==> config.mk <==
export PLATFORM = sky130hd
export DESIGN_NAME = ram_sdp_arbiter
export DESIGN_NICKNAME = d
export VERILOG_FILES = /design/src/rtl/npu_buf_pkg.sv /design/src/rtl/rr_arbiter.sv /design/src/rtl/ram_sdp_arbiter.sv
export SDC_FILE = /design/constraint.sdc
export NUM_CORES = 1
export LEC_CHECK = 0
export CAP_MARGIN = 20
export CORE_AREA = 10 10 169 171
export CTS_BUF_LIST = sky130_fd_sc_hd__clkbuf_16
export DETAILED_ROUTE_END_ITERATION = 8
export DIE_AREA = 0 0 179 181
export MAX_ROUTING_LAYER = met4
export REMOVE_ABC_BUFFERS = 1
export SLEW_MARGIN = 20
export SYNTH_ARGS = -nofsm -noshare
export SYNTH_HDL_FRONTEND = slang
export SYNTH_HIERARCHICAL = 1
export SYNTH_SLANG_ARGS = --single-unit
==> constraint.sdc <==
create_clock -name clk -period 2.2 [get_ports clk]
set_input_delay 0.33 -clock clk [delete_from_list [all_inputs] [get_ports clk]]
set_output_delay 0.33 -clock clk [all_outputs]
set_load 0.02 [all_outputs]
==> src/rtl/npu_buf_pkg.sv <==
// Shared sizing for the NPU buffer RAM and its arbiter.
package npu_buf_pkg;

  localparam int unsigned NPU_W = 16;
  localparam int unsigned NPU_D = 512;
  localparam int unsigned NPU_N = 4;
  localparam int unsigned AW    = 32;
  localparam int unsigned DAW   = $clog2(NPU_D);

endpackage

==> src/rtl/rr_arbiter.sv <==
// Round-robin arbiter: one-hot combinational grant, last-winner pointer
// that only moves on a completed transfer.
module rr_arbiter #(
  parameter int unsigned N = 4
) (
  input  logic         clk,
  input  logic         rst_n,
  input  logic [N-1:0] req,
  input  logic         advance,
  output logic [N-1:0] gnt
);

  localparam int unsigned IW = (N > 1) ? $clog2(N) : 1;

  logic [IW-1:0] ptr_q;
  logic [IW-1:0] ptr_d;
  logic [IW-1:0] win;
  logic          found;

  // Search for the first requester strictly after the last winner, modulo N
  always_comb begin
    gnt   = '0;
    win   = ptr_q;
    found = 1'b0;
    for (int k = 1; k <= int'(N); k++) begin
      if (!found && req[IW'((int'(ptr_q) + k) % int'(N))]) begin
        found = 1'b1;
        win   = IW'((int'(ptr_q) + k) % int'(N));
      end
    end
    if (found) begin
      gnt[win] = 1'b1;
    end
  end

  // Pointer follows the winner only when the grant was actually taken
  always_comb begin
    ptr_d = ptr_q;
    if (advance && found) begin
      ptr_d = win;
    end
  end

  // Pointer register; N-1 after reset gives client 0 first priority
  always_ff @(posedge clk or negedge rst_n) begin
    if (!rst_n) begin
      ptr_q <= IW'(N - 1);
    end else begin
      ptr_q <= ptr_d;
    end
  end

endmodule

==> src/rtl/ram_sdp_arbiter.sv <==
// Shares one simple dual-port RAM between N clients with independent
// round-robin arbitration of the write and read ports; read responses come
// back one cycle later tagged with the issuing client id.
// Optional macro RAM_ARB_FWD_EN: same-cycle write/read to one address
// returns the new data (write-first) instead of the old RAM contents.
module ram_sdp_arbiter
  import npu_buf_pkg::*;
#(
  parameter int unsigned W  = NPU_W,
  parameter int unsigned D  = NPU_D,
  parameter int unsigned N  = NPU_N,
  parameter int unsigned IW = $clog2(N)
) (
  input  logic            clk,
  input  logic            rst_n,
  input  logic [N-1:0]    wr_req,
  input  logic [N*AW-1:0] wr_addr,
  input  logic [N*W-1:0]  wr_data,
  output logic [N-1:0]    wr_gnt,
  input  logic [N-1:0]    rd_req,
  input  logic [N*AW-1:0] rd_addr,
  output logic [N-1:0]    rd_gnt,
  output logic            rsp_vld,
  output logic [IW-1:0]   rsp_id,
  output logic [W-1:0]    rsp_data,
  output logic            ram_we,
  output logic [AW-1:0]   ram_write_addr,
  output logic [W-1:0]    ram_din,
  output logic            ram_re,
  output logic [AW-1:0]   ram_read_addr,
  input  logic            ram_dout_vld,
  input  logic [W-1:0]    ram_dout
);

  localparam int unsigned CMPW = $clog2(D);

  // Reject configurations the arbiter cannot serve
  if (N < 2 || CMPW > AW) begin : g_bad_cfg
    $error("ram_sdp_arbiter: need N >= 2 and $clog2(D) <= 32");
  end

  logic          wr_xfer_c;
  logic          rd_xfer_c;
  logic [IW-1:0] rd_id_c;
  logic          pend_vld_q;
  logic          pend_vld_d;
  logic [IW-1:0] pend_id_q;
  logic [IW-1:0] pend_id_d;

  rr_arbiter #(.N(N)) u_wr_arb (
    .clk     (clk),
    .rst_n   (rst_n),
    .req     (wr_req),
    .advance (wr_xfer_c),
    .gnt     (wr_gnt)
  );

  rr_arbiter #(.N(N)) u_rd_arb (
    .clk     (clk),
    .rst_n   (rst_n),
    .req     (rd_req),
    .advance (rd_xfer_c),
    .gnt     (rd_gnt)
  );

  // Write port mux from the one-hot winner; all zero when idle
  always_comb begin
    ram_write_addr = '0;
    ram_din        = '0;
    for (int i = 0; i < int'(N); i++) begin
      if (wr_gnt[i]) begin
        ram_write_addr = wr_addr[i*AW +: AW];
        ram_din        = wr_data[i*W +: W];
      end
    end
    ram_we    = |wr_gnt;
    wr_xfer_c = |(wr_req & wr_gnt);
  end

  // Read port mux and winner id for response tagging
  always_comb begin
    ram_read_addr = '0;
    rd_id_c       = '0;
    for (int i = 0; i < int'(N); i++) begin
      if (rd_gnt[i]) begin
        ram_read_addr = rd_addr[i*AW +: AW];
        rd_id_c       = IW'(i);
      end
    end
    ram_re    = |rd_gnt;
    rd_xfer_c = |(rd_req & rd_gnt);
  end

  // Track the read in flight so its response carries the issuer id
  always_comb begin
    pend_vld_d = rd_xfer_c;
    pend_id_d  = pend_id_q;
    if (rd_xfer_c) begin
      pend_id_d = rd_id_c;
    end
  end

  // Response tag register
  always_ff @(posedge clk or negedge rst_n) begin
    if (!rst_n) begin
      pend_vld_q <= 1'b0;
      pend_id_q  <= '0;
    end else begin
      pend_vld_q <= pend_vld_d;
      pend_id_q  <= pend_id_d;
    end
  end

  assign rsp_vld = pend_vld_q;
  assign rsp_id  = pend_id_q;

`ifdef RAM_ARB_FWD_EN
  logic         fwd_vld_q;
  logic         fwd_vld_d;
  logic [W-1:0] fwd_data_q;
  logic [W-1:0] fwd_data_d;

  // Detect a same-cycle write and read to the same RAM word
  always_comb begin
    fwd_vld_d  = wr_xfer_c && rd_xfer_c &&
                 (ram_write_addr[CMPW-1:0] == ram_read_addr[CMPW-1:0]);
    fwd_data_d = fwd_data_q;
    if (fwd_vld_d) begin
      fwd_data_d = ram_din;
    end
  end

  // Forwarded write data, consumed on the response cycle
  always_ff @(posedge clk or negedge rst_n) begin
    if (!rst_n) begin
      fwd_vld_q  <= 1'b0;
      fwd_data_q <= '0;
    end else begin
      fwd_vld_q  <= fwd_vld_d;
      fwd_data_q <= fwd_data_d;
    end
  end

  assign rsp_data = fwd_vld_q ? fwd_data_q : ram_dout;
`else
  assign rsp_data = ram_dout;
`endif

  // The response slot must line up with the RAM's read-return valid
  a_pend_matches_ram: assert property (
    @(posedge clk) disable iff (!rst_n) pend_vld_q == ram_dout_vld
  );

endmodule
### Word level (Yosys, flattened, before mapping)

Cells that the tools add are included.

* $lt $le $gt $ge: 12
* mux-type cells: 61
* reductions and logical operators: 20
* bitwise operators: 2
* add/sub/neg operators: 8

Operator list (number)
* 32-bit 2-to-1 mux: 8
* 16-bit 2-to-1 mux: 4
* 2-bit by 4-bit less-than comparator with 1-bit output, second input constant: 8
* 1-bit 2-to-1 mux: 27
* 2-bit 2-to-1 mux: 10
* 1-bit binary-select mux with 2-bit select: 8
* 4-bit OR reduction: 4
* 1-bit logical AND: 10
* 2-bit by 1-bit adder with 2-bit output, second input constant: 4
* 2-bit adder, second input constant: 4
* 4-bit AND: 2
* 4-bit 2-to-1 mux: 2
* 1-bit logical NOT: 6
* 2-bit by 3-bit less-than comparator with 1-bit output, second input constant: 2
* 1-bit demux with 2-bit select: 2
* 2-bit by 1-bit greater-or-equal comparator with 1-bit output, second input constant: 2

* word-level logic and storage cells: 107
* input bits: 347
* output and inout bits: 109
* bits in registers: 7

### Longest topological paths before layout

* depth in word-level cells: 23
* depth in mapped cells: 13
* gate-level depth less buffers: 10

### By module

The synthesis kept the hierarchy.

Modules (own cells, without submodules)
* ram_sdp_arbiter: cells each 408, area an instance 3015.4 µm², times used 1, sequential area each 75.1 µm²
* rr_arbiter at u_wr_arb: cells each 35, area an instance 260.2 µm², times used 1, sequential area each 52.6 µm²
* rr_arbiter at u_rd_arb: cells each 31, area an instance 214.0 µm², times used 1, sequential area each 52.6 µm²

### Worst setup path after synthesis

Ideal clock, no wire load.

* path kind: register -> output
* from: register u_wr_arb.ptr_q[0]
* to: output port ram_din[0]
* cell stages (with the launch flop): 9
* buffers on the path: 3
* data arrival time: 2262 ps
* path slack: -392 ps
* required time: 1870 ps
* cells stage by stage: dfstp_2 buf_2 inv_1 o21ai_0 and3_1 buf_4 clkbuf_1 a221oi_1 o31ai_1

* elaborated cells between the ends (all ways): 40
* classes of those cells: 4 x add/sub; 2 x order compare; 27 x mux; 7 x reduce/logical

RTL lines
* from (decl): line rr_arbiter.sv:15 `logic [IW-1:0] ptr_q;`
* from (signal assigned): line rr_arbiter.sv:47 `ptr_q <= IW'(N - 1);`
* from (signal assigned): line rr_arbiter.sv:49 `ptr_q <= ptr_d;`
* 2-bit by 1-bit adder with 2-bit output: line rr_arbiter.sv:26, rr_arbiter.sv:28
* 1-bit binary-select mux with 2-bit select: line rr_arbiter.sv:26 `if (!found && req[IW'((int'(ptr_q) + k) % int'(N))]) begin`
* 1-bit 2-to-1 mux (implied by the code) (2 in a row): line rr_arbiter.sv:26
* 1-bit 2-to-1 mux: line rr_arbiter.sv:26
* 1-bit logical NOT: line rr_arbiter.sv:26
* 1-bit logical AND: line rr_arbiter.sv:26
* 1-bit 2-to-1 mux: line rr_arbiter.sv:26
* 1-bit logical NOT: line rr_arbiter.sv:26
* [4 not listed]
* 2-bit 2-to-1 mux: line rr_arbiter.sv:26
* 2-bit by 3-bit less-than comparator with 1-bit output (implied by the code) or 2-bit by 1-bit greater-or-equal comparator with 1-bit output (tied branches): line rr_arbiter.sv:32 `gnt[win] = 1'b1;`
* 1-bit logical AND (implied by the code): line rr_arbiter.sv:32
* 1-bit 2-to-1 mux (implied by the code): line rr_arbiter.sv:32
* 1-bit demux with 2-bit select
* 4-bit 2-to-1 mux *: line rr_arbiter.sv:31 `if (found) begin`
* net wr_gnt[2]: line ram_sdp_arbiter.sv:19 `output logic [N-1:0] wr_gnt,`
* 16-bit 2-to-1 mux * (2 in a row): line ram_sdp_arbiter.sv:71 `if (wr_gnt[i]) begin`
* to (decl): line ram_sdp_arbiter.sv:28 `output logic [W-1:0] ram_din,`

The timed path passes the listed nets; every way through them passes the cells marked *. The select of a mux whose other input is x is not followed.

### Worst setup path in the final report

* from: register u_wr_arb.ptr_q[0]
* to: output port ram_din[13]

* word-level cells in the longest chain between the ends: 23
* elaborated cells between the ends (all ways): 40
* classes of those cells: 4 x add/sub; 2 x order compare; 27 x mux; 7 x reduce/logical

RTL lines (line)
* 2-bit by 1-bit adder with 2-bit output: rr_arbiter.sv:26, rr_arbiter.sv:28
* 1-bit binary-select mux with 2-bit select: rr_arbiter.sv:26
* 1-bit 2-to-1 mux (implied by the code) (2 in a row): rr_arbiter.sv:26
* 1-bit 2-to-1 mux: rr_arbiter.sv:26
* 1-bit logical NOT: rr_arbiter.sv:26
* 1-bit logical AND: rr_arbiter.sv:26
* 1-bit 2-to-1 mux: rr_arbiter.sv:26
* 1-bit logical NOT: rr_arbiter.sv:26
* [4 not listed]
* 2-bit 2-to-1 mux: rr_arbiter.sv:26
* 2-bit by 3-bit less-than comparator with 1-bit output (implied by the code) or 2-bit by 1-bit greater-or-equal comparator with 1-bit output (tied branches): rr_arbiter.sv:32
* 1-bit logical AND (implied by the code): rr_arbiter.sv:32
* 1-bit 2-to-1 mux (implied by the code): rr_arbiter.sv:32
* 1-bit demux with 2-bit select
* 4-bit 2-to-1 mux *: rr_arbiter.sv:31
* 16-bit 2-to-1 mux (3 in a row): ram_sdp_arbiter.sv:71
* 16-bit 2-to-1 mux *: ram_sdp_arbiter.sv:71

Every way passes the cells marked *; elsewhere a longest branch is shown, timed or not. The select of a mux whose other input is x is not followed.

==> run summary <==
1st-iter DRT viols: 249
Yosys warns: 6
# nets final: 1345
Placement Rows: 58
Critical path data arrival time: 2.38 ns
Die width: 179 um
Status: finished, violations left
Clock sink count: 7
Hold Vio Cnt, Final: 0
Core Footprint: 25000 um2
Worst Tran Pin Value: 0.364 ns
Clock Latency Late Sink: 0.23 ns
Layout cells sized above 1: 46.8%
Gpl congestion: 0.940
Count of buffers from port buffering: 422
Power per cell area: 956 nW/um2
CTS clk-pin slew, worst paths: 0.04 ns
Crit share post-route: 123%
Slowest stage cell, crit path: dfstp_2
Setup crit start: u_wr_arb/ptr_q[0]
Post-Syn Instances: 474
Worst Path Max Fanout: 7
Reg2reg start: u_wr_arb/ptr_q[0]
Largest net degree at the start of global routing: 32
Die area: 32400 um2
Layout area overhead: 202%
Antenna Nets Post-Route: 0
WS Path Type: reg2out
Initial Util: 13.9%
Worst-path cell chain: nor2b_4, o22a_1, o22ai_1, and2_4, nor2b_4, buf_6, buf_16, buf_6, a221oi_4, o31ai_1, buf_2
Hold WS: 0.378 ns
Buf/Inv on CP: 4
Cts hold-fix bufs: 0
Distinct cells, synth: 41
Num CTS Buffers: 3
Mapped Area: 3490 um2
Final WS setup: -0.510 ns
Fin area: 10500 um2
DRT Pass-1 Iters: 4
DRT Wirelength: 31200 um
Root buffer cell: clkbuf_16
Mapped Avg Cell Area: 7.36 um2
Count of pins over their slew limit: 0
Startpoint types: flip-flop
RSZ-0062 raised after global routing: true
Crit path max-delay family: compound AO/OA/AOI/OAI gates
Max Cap Viol: 0
Max VDD drop: 528 uV
Worst slew margin: 75.7%
Synthesized flop and latch total: 7
DP HPWL: 22100 um
# setup viols final: 84
WP data required: 1.87 ns
Max clock buf depth: 2
Vias in the first global route: 6151
Max Clk Rate: 369 MHz
Post-route DRC: 0
Min Tclk post-route: 2.71 ns
Remaining global-route overflow: 0
CTS tree: built
DR WL/cell: 23.4 um
P_leak: 4.12 nW
Die height: 181 um
# H-tree levels: 1
Initial antenna violation count: 2
Area after DPL: 8360 um2
Via Count: 6122
I/O pin cnt: 456
Hold Path Class: in2async
Vias per cell: 4.60
Failing checks: negative setup slack
Sequential-to-total area share from yosys stat: 5.16%
Fillers: 2451
Skew final: 0.00587 ns
Global-route wire length before repair: 41100 um
Max incr delay on CP: 0.60 ns
Critical path endpoint category: output port
GRT Overall Usage: 17.1%
Power Total: 10.1 mW
-- where the power goes --
part / switching [mW] / internal [mW]
Clock: 0.0711 / 0.237
Sequential: 0.0693 / 0.222
Combinational: 4.52 / 4.95
-- repair_timing --
item                       CTS  global route
pin swaps                   52            68
setup endpoints to repair   94            92
setup buffers               60            27
cloned                      15             8
resized for setup          617           176
-- area by class of cell --
cell class / count / area [um2] / area share [%]
clock inverters: 1 / 3.75 / 0.0356
inverters: 7 / 28.8 / 0.273
diodes: 3 / 7.51 / 0.0712
clock buffers: 3 / 75.1 / 0.712
well taps: 330 / 413 / 3.92
multi-input cells: 390 / 3760 / 35.7
flip-flops and latches: 7 / 180 / 1.71
repair buffers: 589 / 6070 / 57.6
-- placed cells by master (no fill, tap or decap), types with 7 or more instances in the layout --
cell type,n
nor2b_1,60
buf_6,76
dlygate4sd2_1,8
nand2_1,59
a221oi_4,22
nor2b_4,9
nand2_2,23
buf_4,127
o21ai_1,19
buf_2,8
inv_1,7
o31ai_2,31
nor2b_2,13
buf_12,20
buf_8,10
o31ai_1,14
clkdlybuf4s50_1,325
clkbuf_16,9
a221oi_2,52
o21ai_2,20
-- metal layers --
layer	up-vias	global-route usage (%)	wire length [um]
met5	-	-	0
met4	0	2.88	673
met3	40	4.44	2220
met2	250	29.5	16200
met1	2984	19.6	12100
li1	2848	-	-
-- sequential cells by signal, summed over array words and instances (netlist names) --
name	flops
u_rd_arb/ptr_q	2
rsp_vld	1
rsp_id	2
u_wr_arb/ptr_q	2
-- cells by family (layout without fill, tap and decap cells) --
| group | after synthesis | in the layout | share of synthesized area (%) |
|---|---|---|---|
| compound gates | 200 | 200 | 52.3 |
| simple gates | 189 | 189 | 28.3 |
| buf+inv | 77 | 600 | 14.0 |
| flops | 7 | 7 | 5.16 |
| mux | 1 | 1 | 0.287 |
| other cells | 0 | 3 | 0 |
-- synthesized netlist by cell type, drive strengths merged --
master   count  area (um2)
mux2i        1        10.0
nand2b       5        31.3
dfstp        4         105
a31oi        1        6.26
o31ai       48         510
a21boi       1        7.51
inv          7        26.3
o2111ai      1        8.76
o21ba        1        10.0
and2         4        26.3
a221oi      79         880
nand2       88         330
or4          2        15.0
and3         1        6.26
nand3        1        5.00
a22oi        5        37.5
nor2b       82         528
o22a         1        8.76
a22o         1        8.76
o21a         1        7.51
nor2         4        15.0
o22ai        4        25.0
o221a        3        33.8
nor3         1        5.00
buf         49         383
nor4b        1        23.8
o21ai       44         220
a21oi        9        45.0
dfrtp        3        75.1
clkbuf      21        78.8
o41ai        1        16.3
-- through the flow --
stage	worst slack (ns)	std cells	setup TNS (ns)	utilization [%]
after floorplan	-1.78	404	-131.75	-
after global placement	-1.04	1231	-83.44	33.4
after detailed placement	-1.06	1231	-83.66	33.4
after CTS	-0.574	1306	-33.64	38.6
after global routing	-0.603	1330	-38.04	42.1
final	-0.510	1330	-30.58	42.1
-- worst paths after layout --
| check | end | slack (ns) | cells after the start |
|---|---|---|---|
| max in group asynchronous | u_rd_arb/ptr_q[0] | 1.51 | 1 |
| min in group clk | rsp_id[0] | 0.52 | 2 |
| min reg2reg | rsp_id[0] | 0.52 | 2 |
| max | ram_din[13] | -0.51 | 11 |
| max reg2reg | u_wr_arb/ptr_q[1] | -0.12 | 14 |
| min | rsp_id[0] | 0.38 | 1 |
-- worst register-to-register path: cells and delay by family, from the launching register on --
family | cells | cell delay, ns
AO/OA/AOI/OAI | 7 | 0.82
buffers and inverters | 4 | 0.46
flip-flops | 1 | 0.60
AND/OR/NAND/NOR | 3 | 0.37
Power figures use the tool's default switching activity.
